**src/rtl/hazard_ctrl_unit.sv**
```systemverilog
// hazard_ctrl_unit: hazard controller for the 5-stage RV32 pipeline.
// Produces EX-stage forward selects, load-use stalls, branch flushes and a
// data-memory wait handshake with an optional timeout abort.
// Optional build macro HAZARD_PERF_EN adds saturating stall/flush/forward
// event counters (StallCnt, FlushCnt, FwdCnt).
module hazard_ctrl_unit #(
    parameter int REG_AW  = 5,
    parameter int TIMEOUT = 255,
    parameter int CNT_W   = 32
) (
    input  logic              clk,
    input  logic              rst,
    input  logic [REG_AW-1:0] Rs1_D,
    input  logic [REG_AW-1:0] Rs2_D,
    input  logic [REG_AW-1:0] Rs1_E,
    input  logic [REG_AW-1:0] Rs2_E,
    input  logic [REG_AW-1:0] RD_E,
    input  logic [REG_AW-1:0] RD_M,
    input  logic [REG_AW-1:0] RD_W,
    input  logic              RegWriteM,
    input  logic              RegWriteW,
    input  logic              ResultSrcE,
    input  logic              PCSrcE,
    input  logic              MemReqM,
    input  logic              MemReadyM,
    output logic [1:0]        ForwardAE,
    output logic [1:0]        ForwardBE,
    output logic              StallF,
    output logic              StallD,
    output logic              StallE,
    output logic              StallM,
    output logic              FlushD,
    output logic              FlushE,
    output logic              FlushW,
    output logic              MemErr,
    output logic              MemBusy
`ifdef HAZARD_PERF_EN
    ,
    output logic [CNT_W-1:0]  StallCnt,
    output logic [CNT_W-1:0]  FlushCnt,
    output logic [CNT_W-1:0]  FwdCnt
`endif
);

    // Wait counter only needs to reach TIMEOUT-1.
    localparam int TW   = (TIMEOUT < 2) ? 1 : $clog2(TIMEOUT);
    localparam int TLIM = (TIMEOUT > 0) ? TIMEOUT - 1 : 0;

    typedef enum logic {
        S_IDLE = 1'b0,
        S_WAIT = 1'b1
    } state_e;

    state_e        state_q;
    logic [TW-1:0] cnt_q;
    logic          mem_err_q;

    logic          abort;
    logic          mem_stall;
    logic          lw_stall;
    logic [1:0]    fwd_a;
    logic [1:0]    fwd_b;

    // Memory stage result wins over writeback; x0 is never forwarded.
    function automatic logic [1:0] fwd_sel(
        input logic [REG_AW-1:0] rs,
        input logic [REG_AW-1:0] rd_m,
        input logic [REG_AW-1:0] rd_w,
        input logic              we_m,
        input logic              we_w
    );
        if (we_m && (rd_m != '0) && (rd_m == rs))
            return 2'b10;
        else if (we_w && (rd_w != '0) && (rd_w == rs))
            return 2'b01;
        else
            return 2'b00;
    endfunction

    assign fwd_a = fwd_sel(Rs1_E, RD_M, RD_W, RegWriteM, RegWriteW);
    assign fwd_b = fwd_sel(Rs2_E, RD_M, RD_W, RegWriteM, RegWriteW);

    assign abort     = (TIMEOUT != 0) && (state_q == S_WAIT) && (cnt_q == TW'(TLIM));
    assign mem_stall = MemReqM && !MemReadyM && !abort;
    assign lw_stall  = ResultSrcE && (RD_E != '0) && ((RD_E == Rs1_D) || (RD_E == Rs2_D));

    // Prioritised stall/flush decode; everything held low while in reset.
    always_comb begin
        ForwardAE = 2'b00;
        ForwardBE = 2'b00;
        StallF    = 1'b0;
        StallD    = 1'b0;
        StallE    = 1'b0;
        StallM    = 1'b0;
        FlushD    = 1'b0;
        FlushE    = 1'b0;
        FlushW    = 1'b0;
        if (rst) begin
            ForwardAE = fwd_a;
            ForwardBE = fwd_b;
            if (mem_stall) begin
                // Freeze the whole front; a branch in E re-resolves once released.
                StallF = 1'b1;
                StallD = 1'b1;
                StallE = 1'b1;
                StallM = 1'b1;
                FlushW = 1'b1;
            end else if (PCSrcE) begin
                // Squashing D also kills any load-use dependency there.
                FlushD = 1'b1;
                FlushE = 1'b1;
            end else if (lw_stall) begin
                StallF = 1'b1;
                StallD = 1'b1;
                FlushE = 1'b1;
            end
        end
    end

    // Memory-wait FSM: counts WAIT cycles and aborts with a sticky error.
    always_ff @(posedge clk or negedge rst) begin
        if (!rst) begin
            state_q   <= S_IDLE;
            cnt_q     <= '0;
            mem_err_q <= 1'b0;
        end else begin
            case (state_q)
                S_IDLE: begin
                    if (mem_stall) begin
                        state_q <= S_WAIT;
                        cnt_q   <= '0;
                    end
                end
                S_WAIT: begin
                    if (MemReadyM) begin
                        // Ready on the timeout cycle still counts as success.
                        state_q <= S_IDLE;
                    end else if (abort) begin
                        state_q   <= S_IDLE;
                        mem_err_q <= 1'b1;
                    end else begin
                        cnt_q <= cnt_q + TW'(1);
                    end
                end
                default: state_q <= S_IDLE;
            endcase
        end
    end

    assign MemBusy = (state_q == S_WAIT);
    assign MemErr  = mem_err_q;

`ifdef HAZARD_PERF_EN
    logic [CNT_W-1:0] stall_cnt_q;
    logic [CNT_W-1:0] flush_cnt_q;
    logic [CNT_W-1:0] fwd_cnt_q;

    // Saturating event counters sampled from the final decoded controls.
    always_ff @(posedge clk or negedge rst) begin
        if (!rst) begin
            stall_cnt_q <= '0;
            flush_cnt_q <= '0;
            fwd_cnt_q   <= '0;
        end else begin
            if (StallF && (stall_cnt_q != '1))
                stall_cnt_q <= stall_cnt_q + CNT_W'(1);
            if (FlushE && (flush_cnt_q != '1))
                flush_cnt_q <= flush_cnt_q + CNT_W'(1);
            if (((ForwardAE != 2'b00) || (ForwardBE != 2'b00)) && (fwd_cnt_q != '1))
                fwd_cnt_q <= fwd_cnt_q + CNT_W'(1);
        end
    end

    assign StallCnt = stall_cnt_q;
    assign FlushCnt = flush_cnt_q;
    assign FwdCnt   = fwd_cnt_q;
`endif

endmodule

```
**config.mk**
```make
export PLATFORM = sky130hd
export DESIGN_NAME = hazard_ctrl_unit
export DESIGN_NICKNAME = d
export VERILOG_FILES = /design/src/rtl/hazard_ctrl_unit.sv
export SDC_FILE = /design/constraint.sdc
export NUM_CORES = 1
export LEC_CHECK = 0
export ABC_CLOCK_PERIOD_IN_PS = 4200
export BUFFER_PORTS_ARGS = -buffer_cell sky130_fd_sc_hd__buf_2
export CAP_MARGIN = 5
export CORE_UTILIZATION = 30
export CTS_CLUSTER_SIZE = 30
export DETAILED_ROUTE_END_ITERATION = 10
export GPL_TIMING_DRIVEN = 0
export PLACE_DENSITY = 0.54
export SLEW_MARGIN = 20
export SYNTH_ARGS = -nofsm -noshare
export SYNTH_HDL_FRONTEND = slang
export SYNTH_SLANG_ARGS = --single-unit
```
**constraint.sdc**
```tcl
create_clock -name clk -period 4.2 [get_ports clk]
set_clock_uncertainty 0.1 [all_clocks]
set_input_delay 0.84 -clock clk [delete_from_list [all_inputs] [get_ports clk]]
set_output_delay 0.84 -clock clk [all_outputs]
set_load 0.02 [all_outputs]
```
## After elaboration in Yosys (flattened, before gate mapping)

Index checks and enable logic that the tools add are counted.

- Add/sub/neg operators: 1
- Equality and inequality tests: 10
- Multiplexer cells: 25
- Bitwise gates (word level): 2
- Reduce and logical (&&, ||, !) cells: 19

Operator list:

| operator | number |
|---|---|
| $eq A5 B5 Y1 | 6 |
| $mux W8 | 3 |
| $mux W1 | 16 |
| $pmux W8 S2 | 1 |
| $reduce_bool A5 Y1 | 3 |
| $logic_and A1 B1 Y1 | 11 |
| $add A8 B1 Y8 const B | 1 |
| $eq A8 B8 Y1 const B | 1 |
| $mux W2 | 4 |
| $ne A2 B2 Y1 const B | 3 |
| $reduce_and A3 Y1 | 2 |
| $logic_not A1 Y1 | 2 |
| $not A1 Y1 | 2 |
| $pmux W1 S2 | 1 |
| $logic_or A1 B1 Y1 | 1 |

- Register bits: 10
- Word-level logic and storage cells: 60

## Longest topological paths before layout

Gate-level depths: netlist (run 1).

- Word-level depth: 7
- Depth in mapped cells: 7
- Gate-level depth less buffers: 6

## Worst setup path before layout (run 1)

Ideal clock, no wire load.

- Path type: input-to-output
- Start point: input port RD_M[1]
- End point: output port ForwardAE[0]
- Arrival: 2.357 ns
- Required time: 3.260 ns
- Slack: 0.903 ns
- Stages: 4
- Cell sequence: or4_1 > o21ai_0 > nor4_1 > nor4_1

- Word-level cells in the longest chain between the ends: 5

RTL lines:

| what | line | RTL |
|---|---|---|
| from (decl) | 18 | `input logic [REG_AW-1:0] RD_M,` |
| $reduce_bool A5 Y1 | 72 | `if (we_m && (rd_m != '0) && (rd_m == rs))` |
| $logic_and A1 B1 Y1 | 72 |  |
| $logic_and A1 B1 Y1 (*) | 72 |  |
| $mux W2 (*) | 72 |  |
| $mux W2 (*) | 98 | `if (rst) begin` |
| to (decl) | 26 | `output logic [1:0] ForwardAE,` |

Mark *: on every way between the ends. The rest lies on a longest branch, timed or not.

## Worst setup path in the final report (run 1)

Same ends and word-level chain as after synthesis.

==> flow_summary.yaml, run 1 <==
floorplan:
  die_y_um: 59
  io_pins: 56
  die_w_um: 59
  rows: 20
  core_um2: 3080
  die_area_um2: 3480
  initial_core_util_pct: 31.7
clock_tree:
  clockBufferDepth: 2
  cts_resized: 0
  clk_latency_ns: 0.26
  cts_tree: "done"
  clock_sinks: 10
  postCtsHoldBufs: 0
  cts_setup_buffers: 0
  clkSlewWorstSetupHoldPaths_ns: 0.06
  htreeDepth: 1
  clockRootBuffer: "clkbuf_4"
  cts_buffers: 3
sta:
  max_clock_freq_mhz: 304
  finalSetupViolCount: 0
  holdWs_ns: 0.372
  drv_slew: 0
  fin_crit_ns: 3.29
  slew_headroom_pct: 53.0
  tightest_slew_ns: 0.699
  hold_violations: 0
  finalSetupTns_ns: 0
  rsz0062_at_grt: "false"
  fin_crit_sh_pct: 78.4
global_routing:
  antenna_found_initial: 0
  grt_overflow: 0
  grt_pass1_vias: 1075
  grt.total_usage_pct: 16.2
  grt_first_pass_wirelength_um: 4400
  grt_max_degree: 17
layout:
  syn_to_final_growth_pct: 36.2
  drive_above_1_share_pct: 38.2
  layout_commonest_cell: "buf_2"
  antennaDiodeCount: 0
  mostFrequentLayoutCells: "55 x buf_2, 24 x xor2_1, 10 x dfrtp_1, 7 x o21ai_0"
  final_core_utilization_pct: 43.1
  final_cell_area_um2: 1330
  fin_nets: 220
worst_setup_path:
  setup.worst_path.start: "RD_M[1]"
  endpoint_kind: "output pin"
  crit_required_ns: 3.26
  worstPathMaxFanout: 3
  reg2regPathDepth: 6
  cp-start-kind: "input pin"
  r2r_start: "cnt_q[0]"
  crit_type: "input pin to output pin"
  arrival_ns: 2.35
  regToRegEndpoint: "cnt_q[6]"
  crit_end: "ForwardAE[0]"
  r2r_slack_ns: 2.19
detailed_routing:
  final_antenna_net_count: 0
  drc_errors: 0
  wl_per_cell_um: 11.4
  via_per_inst: 4.82
  drtPass1Iterations: 4
  drt-total-wl_um: 2470
  drtIter0Drc: 31
  vias: 1047
synth:
  syn_area_um2: 975
  synth.distinct_cells: 30
  ys_warn_count: 0
  yosys_register_bits: 10
  syn-num-nets: 160
  avgSynthCellArea_um2: 8.48
  synth.yosys.seq_area_share_pct: 25.7
  syn_inst: 115
status:
  status: "finished clean"
power_and_ir_drop:
  vdd_drop_max_mv: 0.107
  powerDensity_nw_per_um2: 200
  power_leakage_nw: 0.638
placed_design:
  gp_congestion: 0.822
  port_buffers: 55
  place_area_um2: 1310
  hpwlAfterDp_um: 2140
flow_run:
  maxCapViolations: 0
worst_hold_path:
  hp-class: "input pin to asynchronous set/reset pin"
==> power breakdown <==
part,switching (W),internal [W]
Combinational,0.0000484,0.0000423
Sequential,0.00000768,0.000103
Clock,0.0000316,0.0000331
Total,0.0000877,0.000178
==> metrics by stage <==
step,power [W],setup WS (ns),instances
2_1_floorplan,0.000158,0.903,115
3_3_place_gp,0.000202,0.900,214
3_5_place_dp,0.000204,0.887,214
4_1_cts,0.000270,0.888,217
5_1_grt,0.000287,0.804,217
6_report,0.000266,0.909,217
==> synthesized netlist by cell type <==
cell type,instances,area (um2)
and3_4,1,11.3
and2_0,1,6.26
xor2_1,24,210
o21bai_1,2,15.0
o211ai_1,2,15.0
or4_1,6,45.0
a22oi_1,1,7.51
ha_1,2,25.0
o22ai_1,1,6.26
nor2_1,3,11.3
buf_4,3,22.5
o21ai_0,7,35.0
or2_2,1,6.26
nor3_1,3,15.0
o31ai_1,3,22.5
nor4_1,4,25.0
a21oi_1,6,30.0
or3_2,1,7.51
or3_1,4,25.0
nand3_1,5,25.0
a31o_2,1,8.76
and2_1,2,12.5
nand2_1,6,22.5
inv_1,6,22.5
xnor2_1,6,52.6
dfrtp_1,10,250
a311oi_1,1,8.76
and4_1,1,8.76
nand3b_1,1,7.51
or4b_4,1,13.8
==> layer usage <==
layer / track usage (%) / vias to the layer above / routed length (um)
met4: 2.04 / 0 / 0
met5: 0 / - / 0
li1: - / 535 / -
met2: 29.2 / 35 / 1290
met3: 4.37 / 0 / 143
met1: 19.8 / 477 / 1030
==> sequential cells by signal, summed over array words and instances, names as in the netlist <==
register and count:
cnt_q 8, MemBusy 1, MemErr 1
==> critical path, cell delays in order <==
cell,delay (ns)
buf_2,0.12
or4_1,0.50
o21ai_0,0.24
nor4_1,0.11
nor4_1,0.32
buf_2,0.22
==> area by class of cell <==
cell class                      count  area, um2
Buffer                              3       22.5
Inverter                            6       22.5
Fill cell                         320       1750
Sequential cell                    10        250
Tap cell                           44       55.1
Clock buffer                        3       22.5
Multi-Input combinational cell     96        679
Timing Repair Buffer               55        275
==> worst min-delay path by stage <==
| stage | from | to | slack, ns |
|---|---|---|---|
| final | rst | cnt_q[2] | 0.37 |
| after global routing | rst | cnt_q[2] | 0.38 |
| after CTS | rst | cnt_q[2] | 0.38 |
| after detailed placement | MemErr | MemErr | 0.36 |
| after global placement | MemErr | MemErr | 0.36 |
| after floorplan | cnt_q[0] | cnt_q[0] | 0.41 |
==> cell families after synthesis <==
group	after synthesis	share of synthesized area, %
compound gates	24	15.3
xor+xnor	30	27.0
simple gates	40	24.9
fa+ha+maj	2	2.57
flops	10	25.7
buf+inv	9	4.62
Note: power is estimated with default switching activity, not from simulation.
==> inputs of run 2 (changes only) <==
--- a/config.mk
+++ b/config.mk
@@ -5,14 +5,14 @@
 export SDC_FILE = /design/constraint.sdc
 export NUM_CORES = 1
 export LEC_CHECK = 0
-export ABC_CLOCK_PERIOD_IN_PS = 4200
+export ABC_CLOCK_PERIOD_IN_PS = 3000
 export BUFFER_PORTS_ARGS = -buffer_cell sky130_fd_sc_hd__buf_2
 export CAP_MARGIN = 5
 export CORE_UTILIZATION = 30
 export CTS_CLUSTER_SIZE = 30
 export DETAILED_ROUTE_END_ITERATION = 10
 export GPL_TIMING_DRIVEN = 0
-export PLACE_DENSITY = 0.54
+export PLACE_DENSITY = 0.57
 export SLEW_MARGIN = 20
 export SYNTH_ARGS = -nofsm -noshare
 export SYNTH_HDL_FRONTEND = slang
==> constraint.sdc (replaced) <==
create_clock -name clk -period 3 [get_ports clk]
set_clock_uncertainty 0.1 [all_clocks]
set_input_delay 0.6 -clock clk [delete_from_list [all_inputs] [get_ports clk]]
set_output_delay 0.6 -clock clk [all_outputs]
set_load 0.02 [all_outputs]
==> flow_summary.yaml, run 2 (synthesis gave the netlist of run 1 again) <==
status:
  status: "finished clean"
worst_setup_path:
  setup.worst_path.start: "cnt_q[0]"
  r2r_slack_ns: 1.01
  regToRegEndpoint: "cnt_q[6]"
  reg2regPathDepth: 6
  crit_required_ns: 2.30
  arrival_ns: 2.07
  r2r_start: "cnt_q[0]"
  endpoint_kind: "output pin"
  worstPathMaxFanout: 5
  crit_type: "flip-flop to output pin"
  crit_end: "StallF"
  cp-start-kind: "flip-flop"
placed_design:
  gp_congestion: 0.822
  place_area_um2: 1310
  hpwlAfterDp_um: 2110
  port_buffers: 55
global_routing:
  grt_first_pass_wirelength_um: 4300
  grt.total_usage_pct: 16.1
  grt_max_degree: 17
  grt_pass1_vias: 1032
  antenna_found_initial: 0
  grt_overflow: 0
flow_run:
  maxCapViolations: 0
layout:
  fin_nets: 220
  mostFrequentLayoutCells: "55 x buf_2, 24 x xor2_1, 10 x dfrtp_1, 7 x o21ai_0"
  layout_commonest_cell: "buf_2"
  drive_above_1_share_pct: 38.7
  largest_register_ffs: 8
  fillers: 316
  top_register: "cnt_q"
  syn_to_final_growth_pct: 36.8
  antennaDiodeCount: 0
  final_cell_area_um2: 1330
power_and_ir_drop:
  powerDensity_nw_per_um2: 279
  vdd_drop_max_mv: 0.104
  power_leakage_nw: 0.639
  power_w: 0.000371
detailed_routing:
  wl_per_cell_um: 11.4
  final_antenna_net_count: 0
  drt-total-wl_um: 2470
  via_per_inst: 4.74
  drtPass1Iterations: 4
  vias: 1028
  drtIter0Drc: 55
  drc_errors: 0
clock_tree:
  clk_latency_ns: 0.26
  cts_buffers: 3
  clock_sinks: 10
  clockRootBuffer: "clkbuf_4"
  clkSlewWorstSetupHoldPaths_ns: 0.06
  clockBufferDepth: 2
  postCtsHoldBufs: 0
  htreeDepth: 1
  cts_tree: "done"
floorplan:
  initial_core_util_pct: 31.7
  core_um2: 3080
  die_w_um: 59
  rows: 20
  die_area_um2: 3480
  die_y_um: 59
  io_pins: 56
sta:
  rsz0062_at_grt: "false"
  finalSetupViolCount: 0
  hold_violations: 0
  fin_crit_sh_pct: 92.3
  drv_slew: 0
  tightest_slew_ns: 0.753
  max_clock_freq_mhz: 361
  slew_headroom_pct: 49.4
  holdWs_ns: 0.122
  finalSetupTns_ns: 0
  fin_crit_ns: 2.77
worst_hold_path:
  hp-class: "input pin to asynchronous set/reset pin"
run 2: cell types whose count changed in the layout (fill, tap and decap cells not counted):
cell / before / now
a311oi_2: 0 / 1
a311oi_1: 1 / 0
run 2: worst min path at each step:
stage	start	cells after the start	endpoint	slack, ns
floorplan	rst	0	MemBusy	0.20
global placement	MemErr	1	MemErr	0.36
detailed placement	MemErr	1	MemErr	0.37
CTS	rst	1	MemBusy	0.13
global route	rst	1	MemBusy	0.13
finish	rst	1	MemBusy	0.12
run 2: worst max-delay path: stages (launching register included):
cell and delay [ns]:
dfrtp_1 0.39, inv_1 0.08, ha_1 0.19, and4_1 0.24, a311oi_2 0.38, nand2_1 0.13, o31ai_1 0.10, buf_4 0.15
buf_2 0.15
run 2: per-stage QoR:
stage,instances,setup WS (ns),utilization [%]
final,217,0.230,43.3
after global routing,217,0.0756,43.3
after CTS,217,0.0215,43.1
after detailed placement,214,0.241,42.4
after global placement,214,0.254,42.4
after floorplan,115,0.183,-
run 2: power by group:
group | internal (W) | switching (W)
logic | 0.0000596 | 0.0000691
clock network | 0.0000461 | 0.0000418
registers | 0.000144 | 0.0000108
total | 0.000250 | 0.000122
run 2: timing repair:
action,in CTS,in global routing
buffers inserted,0,0
setup endpoints to repair,0,6
resized for setup,0,1
run 2: metal layers:
layer  global-route usage (%)  part of all wire (%)
met2                     27.8                    52
met5                        0                     0
met1                     19.3                    43
met3                     4.80                   4.4
met4                     4.76                  0.40
run 2: area by class of cell:
cell class	count	area [um2]	share of cell area, %
buffer	3	22.5	1.69
clock buffer	3	22.5	1.69
inverter	6	22.5	1.69
multi-input combinational	96	686	51.4
sequential	10	250	18.8
tap	44	55.1	4.13
timing repair buffer	55	275	20.6
